**config.mk**
```make
export PLATFORM = sky130hd
export DESIGN_NAME = adder
export DESIGN_NICKNAME = d
export VERILOG_FILES = /design/src/rtl/adder_pkg.sv /design/src/rtl/adder_bit_cell.sv /design/src/rtl/adder.sv
export SDC_FILE = /design/constraint.sdc
export NUM_CORES = 1
export LEC_CHECK = 0
export CELL_PAD_IN_SITES_DETAIL_PLACEMENT = 1
export CELL_PAD_IN_SITES_GLOBAL_PLACEMENT = 1
export CORE_MARGIN = 10
export CORE_UTILIZATION = 29
export DETAILED_ROUTE_END_ITERATION = 7
export PLACE_DENSITY_LB_ADDON = 0.1
export SYNTH_ARGS = -nofsm -noshare
export SYNTH_HDL_FRONTEND = slang
export SYNTH_SLANG_ARGS = --single-unit
```
**constraint.sdc**
```tcl
create_clock -name clk -period 8 [get_ports clk]
set_clock_uncertainty 0.1 [all_clocks]
set_input_delay 2 -clock clk [delete_from_list [all_inputs] [get_ports clk]]
set_output_delay 2 -clock clk [all_outputs]
set_load 0.01 [all_outputs]
```
**src/rtl/adder_pkg.sv**
```systemverilog
// Shared types and constants for the registered ripple-carry adder.
package adder_pkg;

    localparam int ADDER_DEFAULT_WIDTH = 8;

    typedef logic [ADDER_DEFAULT_WIDTH-1:0] adder_operand_t;

    typedef struct packed {
        logic           carry;
        adder_operand_t sum;
    } adder_result_t;

    // Bit index where the optional pipeline register cuts the carry chain.
    function automatic int adder_split_point(input int width);
        return width / 2;
    endfunction

endpackage

```
**src/rtl/adder_bit_cell.sv**
```systemverilog
// One-bit full adder, purely combinational.
// Latency: none. Backpressure: none.
module adder_bit_cell (
    input  logic a,
    input  logic b,
    input  logic cin,
    output logic s,
    output logic cout
);

    assign s    = a ^ b ^ cin;
    assign cout = (a & b) | (cin & (a ^ b));

endmodule

```
**src/rtl/adder.sv**
```systemverilog
// Registered unsigned ripple-carry adder: {carry_out, sum_out} = in1 + in0.
// Latency: 1 cycle, or 2 with ADDER_PIPE_EN (chain split at WIDTH/2). Throughput 1/cycle.
// Backpressure: none; every in_valid edge is accepted.
module adder
    import adder_pkg::*;
#(
    parameter int WIDTH = ADDER_DEFAULT_WIDTH
) (
    input  logic             clk,
    input  logic             rst_n,
    input  logic             in_valid,
    input  logic [WIDTH-1:0] in1,
    input  logic [WIDTH-1:0] in0,
    output logic [WIDTH-1:0] sum_out,
    output logic             carry_out,
    output logic             out_valid
);

    localparam int LO = adder_split_point(WIDTH);

    logic [WIDTH:0]   c;
    logic [WIDTH-1:0] s;

    logic [WIDTH-1:0] sum_q, sum_d;
    logic             carry_q, carry_d;
    logic             vld_q, vld_d;

    assign c[0] = 1'b0;

`ifdef ADDER_PIPE_EN
    localparam logic [WIDTH-1:0] LO_MASK = (WIDTH'(1) << LO) - WIDTH'(1);

    logic              vld1_q, vld1_d;
    logic              mid_c_q, mid_c_d;
    logic [WIDTH-1:0]  lo_q, lo_d;
    logic [WIDTH-1:LO] hi_a_q, hi_a_d;
    logic [WIDTH-1:LO] hi_b_q, hi_b_d;

    // Low cells see live operands; high cells see the stage-1 registers.
    for (genvar i = 0; i < WIDTH; i++) begin : g_cell
        if (i < LO) begin : g_lo
            adder_bit_cell u_cell (
                .a    (in1[i]),
                .b    (in0[i]),
                .cin  (c[i]),
                .s    (s[i]),
                .cout (c[i+1])
            );
        end else begin : g_hi
            adder_bit_cell u_cell (
                .a    (hi_a_q[i]),
                .b    (hi_b_q[i]),
                .cin  ((i == LO) ? mid_c_q : c[i]),
                .s    (s[i]),
                .cout (c[i+1])
            );
        end
    end

    always_comb begin
        vld1_d  = in_valid;
        mid_c_d = mid_c_q;
        lo_d    = lo_q;
        hi_a_d  = hi_a_q;
        hi_b_d  = hi_b_q;
        if (in_valid) begin
            mid_c_d = c[LO];
            lo_d    = s & LO_MASK;
            hi_a_d  = in1[WIDTH-1:LO];
            hi_b_d  = in0[WIDTH-1:LO];
        end

        vld_d   = vld1_q;
        sum_d   = sum_q;
        carry_d = carry_q;
        if (vld1_q) begin
            sum_d   = (s & ~LO_MASK) | (lo_q & LO_MASK);
            carry_d = c[WIDTH];
        end
    end

    always_ff @(posedge clk) begin
        if (!rst_n) begin
            vld1_q  <= 1'b0;
            mid_c_q <= 1'b0;
            lo_q    <= '0;
            hi_a_q  <= '0;
            hi_b_q  <= '0;
        end else begin
            vld1_q  <= vld1_d;
            mid_c_q <= mid_c_d;
            lo_q    <= lo_d;
            hi_a_q  <= hi_a_d;
            hi_b_q  <= hi_b_d;
        end
    end
`else
    for (genvar i = 0; i < WIDTH; i++) begin : g_cell
        adder_bit_cell u_cell (
            .a    (in1[i]),
            .b    (in0[i]),
            .cin  (c[i]),
            .s    (s[i]),
            .cout (c[i+1])
        );
    end

    always_comb begin
        vld_d   = in_valid;
        sum_d   = sum_q;
        carry_d = carry_q;
        if (in_valid) begin
            sum_d   = s;
            carry_d = c[WIDTH];
        end
    end
`endif

    always_ff @(posedge clk) begin
        if (!rst_n) begin
            sum_q   <= '0;
            carry_q <= 1'b0;
            vld_q   <= 1'b0;
        end else begin
            sum_q   <= sum_d;
            carry_q <= carry_d;
            vld_q   <= vld_d;
        end
    end

    assign sum_out   = sum_q;
    assign carry_out = carry_q;
    assign out_valid = vld_q;

endmodule

```
==> summary.md <==
| Metric | Value |
|---|---|
| Outcome | completed |
| Compound-Gate Fraction of Synth Area | 3.82% |
| CTS Hold Bufs | 0 |
| Worst path required time | 8.11 ns |
| Initial Utilization | 30.4% |
| Clk pwr share | 32.5% |
| CTS Buffer Depth | 2 |
| Sink Count | 10 |
| WL final | 1250 microns |
| Synth warn | 0 |
| H-Tree Depth | 1 |
| Inserted Diodes | 0 |
| Unrepaired setup endpoints after global routing | false |
| Post-synthesis average cell area | 12.8 sq um |
| Setup TNS | 0 ns |
| Post-route DRC | 0 |
| Gr usage total | 6.98% |
| Largest net degree at the start of global routing | 13 |
| Die area | 3910 sq um |
| Minimum clock period | 5.52 ns |
| Mux share of post-synthesis cell area | 13.4% |
| Layout cells sized above 1 | 6.94% |
| Sequential share of power | 40.0% |
| Worst Tran Pin Value | 0.548 ns |
| Final Max Tran Viols | 0 |
| Largest family of logic cells by synthesized area | adder cells |
| Port Buffers | 28 |
| Commonest non-fill, non-tap cell in the layout | clkdlybuf4s50_1 |
| Area Overhead vs Synth | 64.2% |
| Worst-Skew Late Latency | 0.26 ns |
| Vias in the first global route | 477 |
| WP data arrival | 5.63 ns |
| Crit path max fanout | 1 |
| Commonest non-fill, non-tap cells in the layout | clkdlybuf4s50_1 (28), dfxtp_1 (10), mux2i_1 (7), nor2b_1 (7), fa_1 (7) |
| Initial antenna violation count | 0 |
| Yosys top cell area share | 38.2% |
| First-pass GRT wire length | 2190 microns |
| Vias per cell | 4.12 |
| Initial DRC count | 8 |
| Switching Share | 24.9% |
| Routed vias | 400 |
| Seq/Total Area, Yosys | 38.2% |
| Adder-Cell Fraction of Synth Area | 29.1% |
| DRT Pass-1 Iters | 3 |
| DP HPWL | 1040 microns |
| Logic pwr share | 27.4% |
| VDD IR max | 0.0000783 V |
| Cell Area, Synth | 524 sq um |
| Post-CTS Setup Bufs | 0 |
| Crit Path Category | in -> reg |
| Final hold vios | 0 |
| Area leader, netlist | dfxtp_1 |
| I/O pins | 29 |
| Leak Pwr | 0.368 nW |
| Final nets | 100 |
| #FFs+latches synth | 10 |
| Slew headroom | 63.4% |
| Routed Antenna Nets | 0 |
| Mapped Cells | 41 |
| Synth top area cells | dfxtp_1 (38%), fa_1 (27%), mux2i_1 (13%), nor2b_1 (8.4%), o211a_1 (3.8%) |
| Die X | 62.5 microns |
| # setup viols final | 0 |
| Fin crit share | 69.0% |
| Synth Area in XOR/XNOR | 0% |
| Core footprint | 1730 sq um |
| Total grt overflow | 0 |
| # Max-Cap Violations | 0 |
| Setup crit end kind | flip-flop |
| Fmax | 0.181 GHz |
| DR WL/cell | 12.9 microns |
| Chip height | 62.5 microns |
| Worst-path clk slew | 0.07 ns |
| Mapped Nets | 68 |
| Num CTS Buffers | 3 |
| CTS tree | yes |
| Post-synthesis cell type count | 10 |
| Hold/Removal Path Class | reg -> reg |
| Simple-gate portion of the synthesized area | 11.2% |
| PD cells | 165 nW/um^2 |
| CTS resizes | 0 |
| Cell Int Power | 0.000106 W |
| Final core utilization | 49.9% |
| Hold WS | 0.383 ns |
| Clock Tree Root | clkbuf_4 |
| Rows | 15 |
| Sw Pwr | 0.0000353 W |
| CP Launch Type | input port |
| Gpl congestion | 0.604 |
-- layout make-up --
type | instances | area [sq um]
well taps | 25 | 31.3
repair buffers | 28 | 280
flip-flops and latches | 10 | 200
fillers | 204 | 866
inverters | 3 | 11.3
clock buffers | 4 | 36.3
multi-input cells | 27 | 302
-- registers in the layout, indices dropped and copies added, names as in the netlist --
register,flops
out_valid,1
sum_out,8
carry_out,1
-- routing by layer --
metal	vias to the layer above	global-route usage, %	part of all wire [%]
li1	193	-	-
met1	191	7.22	42
met3	0	3.76	9.0
met2	16	11.3	49
met5	-	0	0
met4	0	3.35	0
-- metrics by stage --
stage | std cells | power [W] | setup slack (ns) | cell area, sq um
detailed placement | 93 | 0.0000980 | 2.17 | 825
global placement | 93 | 0.0000973 | 2.19 | 825
finish | 97 | 0.000142 | 2.48 | 861
floorplan | 41 | 0.0000745 | 2.77 | 524
CTS | 97 | 0.000146 | 2.46 | 861
global route | 97 | 0.000152 | 2.29 | 861
-- final timing paths --
check / endpoint / cells after the start / start / slack, ns
min: sum_out[7]$_SDFFE_PN0P_ / 1 / sum_out[7]$_SDFFE_PN0P_ / 0.38
min reg2reg: sum_out[7]$_SDFFE_PN0P_ / 1 / sum_out[7]$_SDFFE_PN0P_ / 0.38
max reg2reg: sum_out[4]$_SDFFE_PN0P_ / 2 / sum_out[4]$_SDFFE_PN0P_ / 7.28
max: sum_out[7]$_SDFFE_PN0P_ / 12 / in1[0] / 2.48
-- worst max-delay path: stages --
cell             delay (ns)
clkdlybuf4s50_1        0.40
ha_1                   0.21
fa_1                   0.38
fa_1                   0.39
fa_1                   0.39
fa_1                   0.39
fa_1                   0.39
fa_1                   0.38
inv_1                  0.08
fa_1                   0.41
nand2_1                0.08
o211a_1                0.14
-- Yosys cell counts (all sizes together) --
master,instances
mux2i,7
dfxtp,10
inv,3
ha,1
nor2b,7
fa,7
and2,1
nand2,2
buf,1
o211a,2
-- cells by family after synthesis --
kind of cell    after synthesis
simple gates                 10
mux                           7
compound gates                2
fa+ha+maj                     8
buf+inv                       4
flops                        10
-- power by group through the flow --
stage / logic [W] / registers [W] / clock network [W]
5_1_grt: 0.0000442 / 0.0000577 / 0.0000502
3_3_place_gp: 0.0000393 / 0.0000580 / 0
6_report: 0.0000389 / 0.0000568 / 0.0000462
3_5_place_dp: 0.0000400 / 0.0000580 / 0
4_1_cts: 0.0000402 / 0.0000569 / 0.0000487
2_1_floorplan: 0.0000143 / 0.0000602 / 0
Note: power is estimated with default switching activity, not from simulation.
